[src/rtl/pc_fetch_if.sv]
// Instruction-memory request/response bus between the fetch stage and imem.
interface pc_fetch_if;
  logic        imem_req;
  logic [31:0] imem_addr;
  logic        imem_ready;
  logic [31:0] imem_rdata;

  modport master (output imem_req, output imem_addr, input imem_ready, input imem_rdata);
  modport slave  (input imem_req, input imem_addr, output imem_ready, output imem_rdata);
endinterface

[src/rtl/pc_fetch.sv]
// Program-counter fetch stage: fetches one word at a time, presents PC/instr,
// advances on consumption and halts with a sticky fault on misalignment or timeout.
module pc_fetch #(
  parameter logic [31:0] RESET_PC      = 32'h0000_0000,
  parameter int unsigned FETCH_TIMEOUT = 15
) (
  input  logic              clk,
  input  logic              rst,
  input  logic              PCsrc,
  input  logic [31:0]       ImmOp,
  input  logic              stall,
  pc_fetch_if.master        imem,
  output logic [31:0]       PC,
  output logic [31:0]       instr,
  output logic              instr_valid,
  output logic [31:0]       instret,
  output logic [1:0]        fault
);

  typedef enum logic [1:0] {
    IDLE  = 2'd0,
    FETCH = 2'd1,
    VALID = 2'd2,
    HALT  = 2'd3
  } state_e;

  localparam int unsigned WW = (FETCH_TIMEOUT > 1) ? $clog2(FETCH_TIMEOUT) : 1;
  localparam logic [WW-1:0] WAIT_LAST = WW'(FETCH_TIMEOUT - 1);
  localparam logic [31:0] NOP = 32'h0000_0013;

  state_e        state_q, state_d;
  logic [31:0]   pc_q, pc_d;
  logic [31:0]   instr_q, instr_d;
  logic [31:0]   instret_q, instret_d;
  logic [1:0]    fault_q, fault_d;
  logic [WW-1:0] wait_q, wait_d;
  logic          req_q, valid_q;
  logic [31:0]   next_pc_s;

  // Next-state and datapath update for the fetch FSM.
  always_comb begin
    state_d   = state_q;
    pc_d      = pc_q;
    instr_d   = instr_q;
    instret_d = instret_q;
    fault_d   = fault_q;
    wait_d    = wait_q;
    next_pc_s = pc_q + (PCsrc ? ImmOp : 32'd4);
    case (state_q)
      IDLE: begin
        state_d = FETCH;
        wait_d  = '0;
      end
      FETCH: begin
        if (imem.imem_ready) begin
          instr_d = imem.imem_rdata;
          state_d = VALID;
        end else if (wait_q == WAIT_LAST) begin
          fault_d = 2'b10;
          state_d = HALT;
        end else begin
          wait_d = wait_q + WW'(1);
        end
      end
      VALID: begin
        if (!stall) begin
          instret_d = instret_q + 32'd1;
          // A misaligned target is reported without ever becoming the PC.
          if (next_pc_s[1:0] == 2'b00) begin
            pc_d    = next_pc_s;
            wait_d  = '0;
            state_d = FETCH;
          end else begin
            fault_d = 2'b01;
            state_d = HALT;
          end
        end else begin
          state_d = VALID;
        end
      end
      HALT: begin
        state_d = HALT;
      end
      default: begin
        state_d = HALT;
      end
    endcase
  end

  // State and output registers; strobes are registered from the next state.
  always_ff @(posedge clk or posedge rst) begin
    if (rst) begin
      state_q   <= IDLE;
      pc_q      <= RESET_PC;
      instr_q   <= NOP;
      instret_q <= 32'd0;
      fault_q   <= 2'b00;
      wait_q    <= '0;
      req_q     <= 1'b0;
      valid_q   <= 1'b0;
    end else begin
      state_q   <= state_d;
      pc_q      <= pc_d;
      instr_q   <= instr_d;
      instret_q <= instret_d;
      fault_q   <= fault_d;
      wait_q    <= wait_d;
      req_q     <= (state_d == FETCH);
      valid_q   <= (state_d == VALID);
    end
  end

  assign imem.imem_req  = req_q;
  assign imem.imem_addr = pc_q;
  assign PC             = pc_q;
  assign instr          = instr_q;
  assign instr_valid    = valid_q;
  assign instret        = instret_q;
  assign fault          = fault_q;

endmodule

[src/flat_wrapper.sv]
// flat-port wrapper written by rule: the top's interface ports become plain ports
module pc_fetch_flat 
#(
  parameter logic [31:0] RESET_PC      = 32'h0000_0000,
  parameter int unsigned FETCH_TIMEOUT = 15
)
  (clk, rst, PCsrc, ImmOp, stall, PC, instr, instr_valid, instret, fault, imem_imem_req, imem_imem_addr, imem_imem_ready, imem_imem_rdata);
  pc_fetch_if imem_i ();
  input  logic clk;
  input  logic rst;
  input  logic PCsrc;
  input  logic [31:0] ImmOp;
  input  logic stall;
  output logic [31:0] PC;
  output logic [31:0] instr;
  output logic instr_valid;
  output logic [31:0] instret;
  output logic [1:0] fault;
  output wire logic [$bits(imem_i.imem_req)-1:0] imem_imem_req;
  output wire logic [$bits(imem_i.imem_addr)-1:0] imem_imem_addr;
  input wire logic [$bits(imem_i.imem_ready)-1:0] imem_imem_ready;
  input wire logic [$bits(imem_i.imem_rdata)-1:0] imem_imem_rdata;
  assign imem_imem_req = imem_i.imem_req;
  assign imem_imem_addr = imem_i.imem_addr;
  assign imem_i.imem_ready = imem_imem_ready;
  assign imem_i.imem_rdata = imem_imem_rdata;
  pc_fetch #(.RESET_PC(RESET_PC), .FETCH_TIMEOUT(FETCH_TIMEOUT)) u_core (.clk(clk), .rst(rst), .PCsrc(PCsrc), .ImmOp(ImmOp), .stall(stall), .imem(imem_i), .PC(PC), .instr(instr), .instr_valid(instr_valid), .instret(instret), .fault(fault));
endmodule
[config.mk]
export PLATFORM = sky130hd
export DESIGN_NAME = pc_fetch_flat
export DESIGN_NICKNAME = d
export VERILOG_FILES = /design/src/rtl/pc_fetch_if.sv /design/src/rtl/pc_fetch.sv /design/src/flat_wrapper.sv
export SDC_FILE = /design/constraint.sdc
export NUM_CORES = 1
export LEC_CHECK = 0
export BUFFER_PORTS_ARGS = -buffer_cell sky130_fd_sc_hd__buf_4
export CAP_MARGIN = 10
export CORE_ASPECT_RATIO = 1.5
export CORE_MARGIN = 2
export CORE_UTILIZATION = 40
export CTS_CLUSTER_SIZE = 28
export DETAILED_ROUTE_END_ITERATION = 8
export GPL_TIMING_DRIVEN = 0
export PLACE_DENSITY_LB_ADDON = 0.1
export SLEW_MARGIN = 30
export SYNTH_ARGS = -nofsm -noshare
export SYNTH_HDL_FRONTEND = slang
export SYNTH_SLANG_ARGS = --single-unit
[constraint.sdc]
create_clock -name clk -period 3.7 [get_ports clk]
set_input_delay 0.37 -clock clk [delete_from_list [all_inputs] [get_ports clk]]
set_output_delay 0.37 -clock clk [all_outputs]
set_load 0.01 [all_outputs]
==> metrics.txt <==
Max FO, Critical Path 10; Slew Viols, Final 0; Post-DRT Antenna Nets 0; mux contribution to synthesized area 0.0596; Crit path largest cell delay 450 ps; Worst R2R Start u_core.PC[0]$_DFFE_PP0P_; largest family of logic cells by synthesized area simple AND/OR/NAND/NOR gates; Top delay family on crit path compound AO/OA/AOI/OAI gates; drt pass-1 iters 4; mean area per synthesized cell 9.68 µm²; All-Layer GR Usage 0.198; Pint 0.00243 W; Synth Area in Adders 0.0718; Layout Skew 10.7 ps; CTS Sinks 106; layout cells sized above 1 0.334; final cycle utilization of the critical path 0.836; hold-fix buffer count after cts 0; Layout area overhead 32.5%; die width 107 µm; Worst EP required 3980 ps; Synth Area in Compound Gates 0.138; DR vias 5532; htree depth 3; wire length per cell 15.6 µm; switching portion of total power 0.322; core area 15600 µm²; Worst Max-Slew Pin Slew 589 ps; P per Cell Area 424 nW/µm²; Post-Synthesis Cells 659; Via density 5.13; FMAX 323 MHz; final hold vios 0; post-synth net total 764; async set-reset flop share out of synthesis 1.00; FF-to-FF End u_core.PC[28]$_DFFE_PP0P_; type of the worst setup path in2reg; Synth Area in Simple Gates 0.174; DRT iter0 DRCs 213; HPWL Detailed 13.4 mm; worst setup path end u_core.PC[28]$_DFFE_PP0P_; initial core utilization 0.408; CP Launch Point PCsrc; vias in the first global route 5448; YS warnings 0; Reg clk slew, reported paths 80 ps; sequential area share after synthesis 0.416; Row Count 56; maximum vdd drop 0.225 mV; CTS Root Cell clkbuf_16; Crit. End Element flip-flop; TritonCTS clock tree done; sequential cell area 2660 µm²; R2R setup slack 700 ps; ys flop type dfrtp_1; maximum number of pins on one net before global-route repair 70; design area 8460 µm²; clock latency on the worst-skew pair 350 ps; post-route minimum period 3090 ps; Post-Syn Area 6380 µm²; clock share of power 0.264; Post-synth EDFFs 0; fillers 1457; outcome finished clean; Layout Utilization 0.541; Final setup violation count 0; combinational share of power 0.326; Hold Path Class in2async; max_cap viols 0; # DRC 0; first-pass GRT wire length 26.7 mm; worst-path cell chain buf_4 -> clkbuf_1 -> and2_1 -> ha_1 -> fa_1 -> a21o_1 -> a221oi_2 -> nor4b_1 -> o311ai_2 -> a211oi_1 -> or3_1 -> nand3_1; slowest CP cell o311ai_2; Synth Register Bits 106; initial antenna violation count 0; clock buffer depth 2; Net Sw Power 0.00115 W; Netlist cell types 53; Flop pwr share 0.410; Worst slew margin 0.602; Post-CTS Setup Inserts 0; Pleak 4.26 nW; Final #Nets 976; CP Buf/Inv Count 2; Worst R2R Path Depth 9; Detailed Route WL 16.9 mm; Cell Area, Placed 8170 µm²; Post-CTS Resized 0; XOR/XNOR Fraction of Synth Area 0.0796; arrival time worst endpoint 3380 ps; multi-input logic area 3340 µm²; DIE AREA 17000 µm²; Buffers on Ports 200; grt total ovfl 0; Final Wtd Congestion 0.872; cts bufs inserted 9; Post-Layout Cell Count 1079; Crit path depth 12; Startpoint Class primary input; ant diodes 0; Die Ht 159 µm; RSZ-0062 raised after global routing no; Top Ports 201; Cells after DPL 1063; Design Power 0.00358 W
state kept, by name (all words and copies together) (netlist names):
name	flops
u_core.PC	32
u_core.instr	32
u_core.instret	32
u_core.wait_q	4
u_core.fault	2
u_core.state_q	2
u_core.imem.imem_req	1
u_core.instr_valid	1
cell families after synthesis:
family          count (synthesis)
xor+xnor                       58
simple gates                  215
mux                            34
fa+ha+maj                      36
buf+inv                        71
flops                         106
compound gates                139
layout by cell type, fill, tap and decap left out, types with 4 or more instances in the layout:
cell       Yosys  routed
buf_4         32     232
dfrtp_1      103     103
nand2_1       72      72
xnor2_1       38      38
o21ai_0       36      36
ha_1          35      35
and2_1        34      34
a21oi_1       32      32
mux2_2        32      32
nor2_1        27      27
clkbuf_1      24      25
xor2_1        20      20
nand4_1       16      16
nand3_1       16      16
a21o_1        16      16
and3_1        15      15
inv_1         13      12
o21ai_1       11      11
clkbuf_16      0       9
nand2b_1       7       7
o31ai_1        7       7
nor3_1         7       7
and4_1         6       6
o21a_1         6       6
a211oi_1       6       6
a31oi_1        4       4
o21bai_1       4       4
power by group through the flow:
stage	registers, W	clock network (W)	logic (W)
after detailed placement	0.00150	0	0.00117
after global routing	0.00150	0.00103	0.00128
after CTS	0.00147	0.000984	0.00118
after global placement	0.00148	0	0.00116
after floorplan	0.00155	0	0.000578
final	0.00147	0.000946	0.00117
synthesized netlist by cell type, types with 3 or more instances:
master / number / share of area
o21ai_1: 11 / 0.0086
and3_1: 15 / 0.015
nand2b_1: 7 / 0.0069
xor2_1: 20 / 0.027
and4_1: 6 / 0.0082
a21oi_1: 32 / 0.025
nand3_1: 16 / 0.013
a21o_1: 16 / 0.019
clkbuf_1: 24 / 0.014
dfstp_2: 3 / 0.012
nand2_1: 72 / 0.042
o41ai_1: 3 / 0.0041
a211oi_1: 6 / 0.0071
o31ai_1: 7 / 0.0082
dfrtp_1: 103 / 0.40
nand4_1: 16 / 0.016
o21ai_0: 36 / 0.028
o21a_1: 6 / 0.0071
or3_1: 3 / 0.0029
buf_4: 32 / 0.038
mux2_2: 32 / 0.056
a31oi_1: 4 / 0.0039
nor2_1: 27 / 0.016
nor3_1: 7 / 0.0055
o21bai_1: 4 / 0.0047
ha_1: 35 / 0.069
and2_1: 34 / 0.033
inv_1: 13 / 0.0076
xnor2_1: 38 / 0.052
area by class of cell:
type | instances | share of cell area
Clock inverter | 6 | 0.00681
Tap cell | 203 | 0.0300
Sequential cell | 106 | 0.314
Timing Repair Buffer | 201 | 0.181
Multi-Input combinational cell | 482 | 0.394
Inverter | 13 | 0.00636
Clock buffer | 10 | 0.0271
Buffer | 58 | 0.0402
worst min path at each step:
| stage | endpoint | slack [ps] | depth (start not counted) |
|---|---|---|---|
| after floorplan | u_core.wait_q[1]$_DFFE_PP0P_ | 500 | 2 |
| after CTS | u_core.instr[17]$_DFFE_PP0P_ | 20 | 2 |
| after global placement | u_core.instret[31]$_DFFE_PP0P_ | 470 | 1 |
| after global routing | u_core.instr[21]$_DFFE_PP0P_ | 20 | 2 |
| after detailed placement | u_core.instr[21]$_DFFE_PP0P_ | 410 | 2 |
| final | u_core.instr[21]$_DFFE_PP0P_ | 10 | 2 |
per-layer routing:
layer / vias to the layer above / part of all wire / track usage
met2: 140 / 0.55 / 0.374
met4: 0 / 0.017 / 0.0680
met1: 2656 / 0.39 / 0.224
li1: 2713 / - / -
met3: 23 / 0.043 / 0.0291
met5: - / 0 / 0
worst reg2reg max path, stage by stage, from the launching register on:
cell      delay (ps)
dfrtp_1          430
ha_1             250
fa_1             410
a21o_1           220
a221oi_2         400
nor4b_1          160
o311ai_2         450
a211oi_1         160
or3_1            360
nand3_1           80
stage by stage:
step	worst slack [ps]	TNS [ps]	hold slack [ps]
floorplan	546	0	497
detailed placement	231	0	406
global placement	-814	-82320	467
finish	607	0	14.7
global route	389	0	24.3
CTS	592	0	20.0
Note: power is estimated with default switching activity, not from simulation.
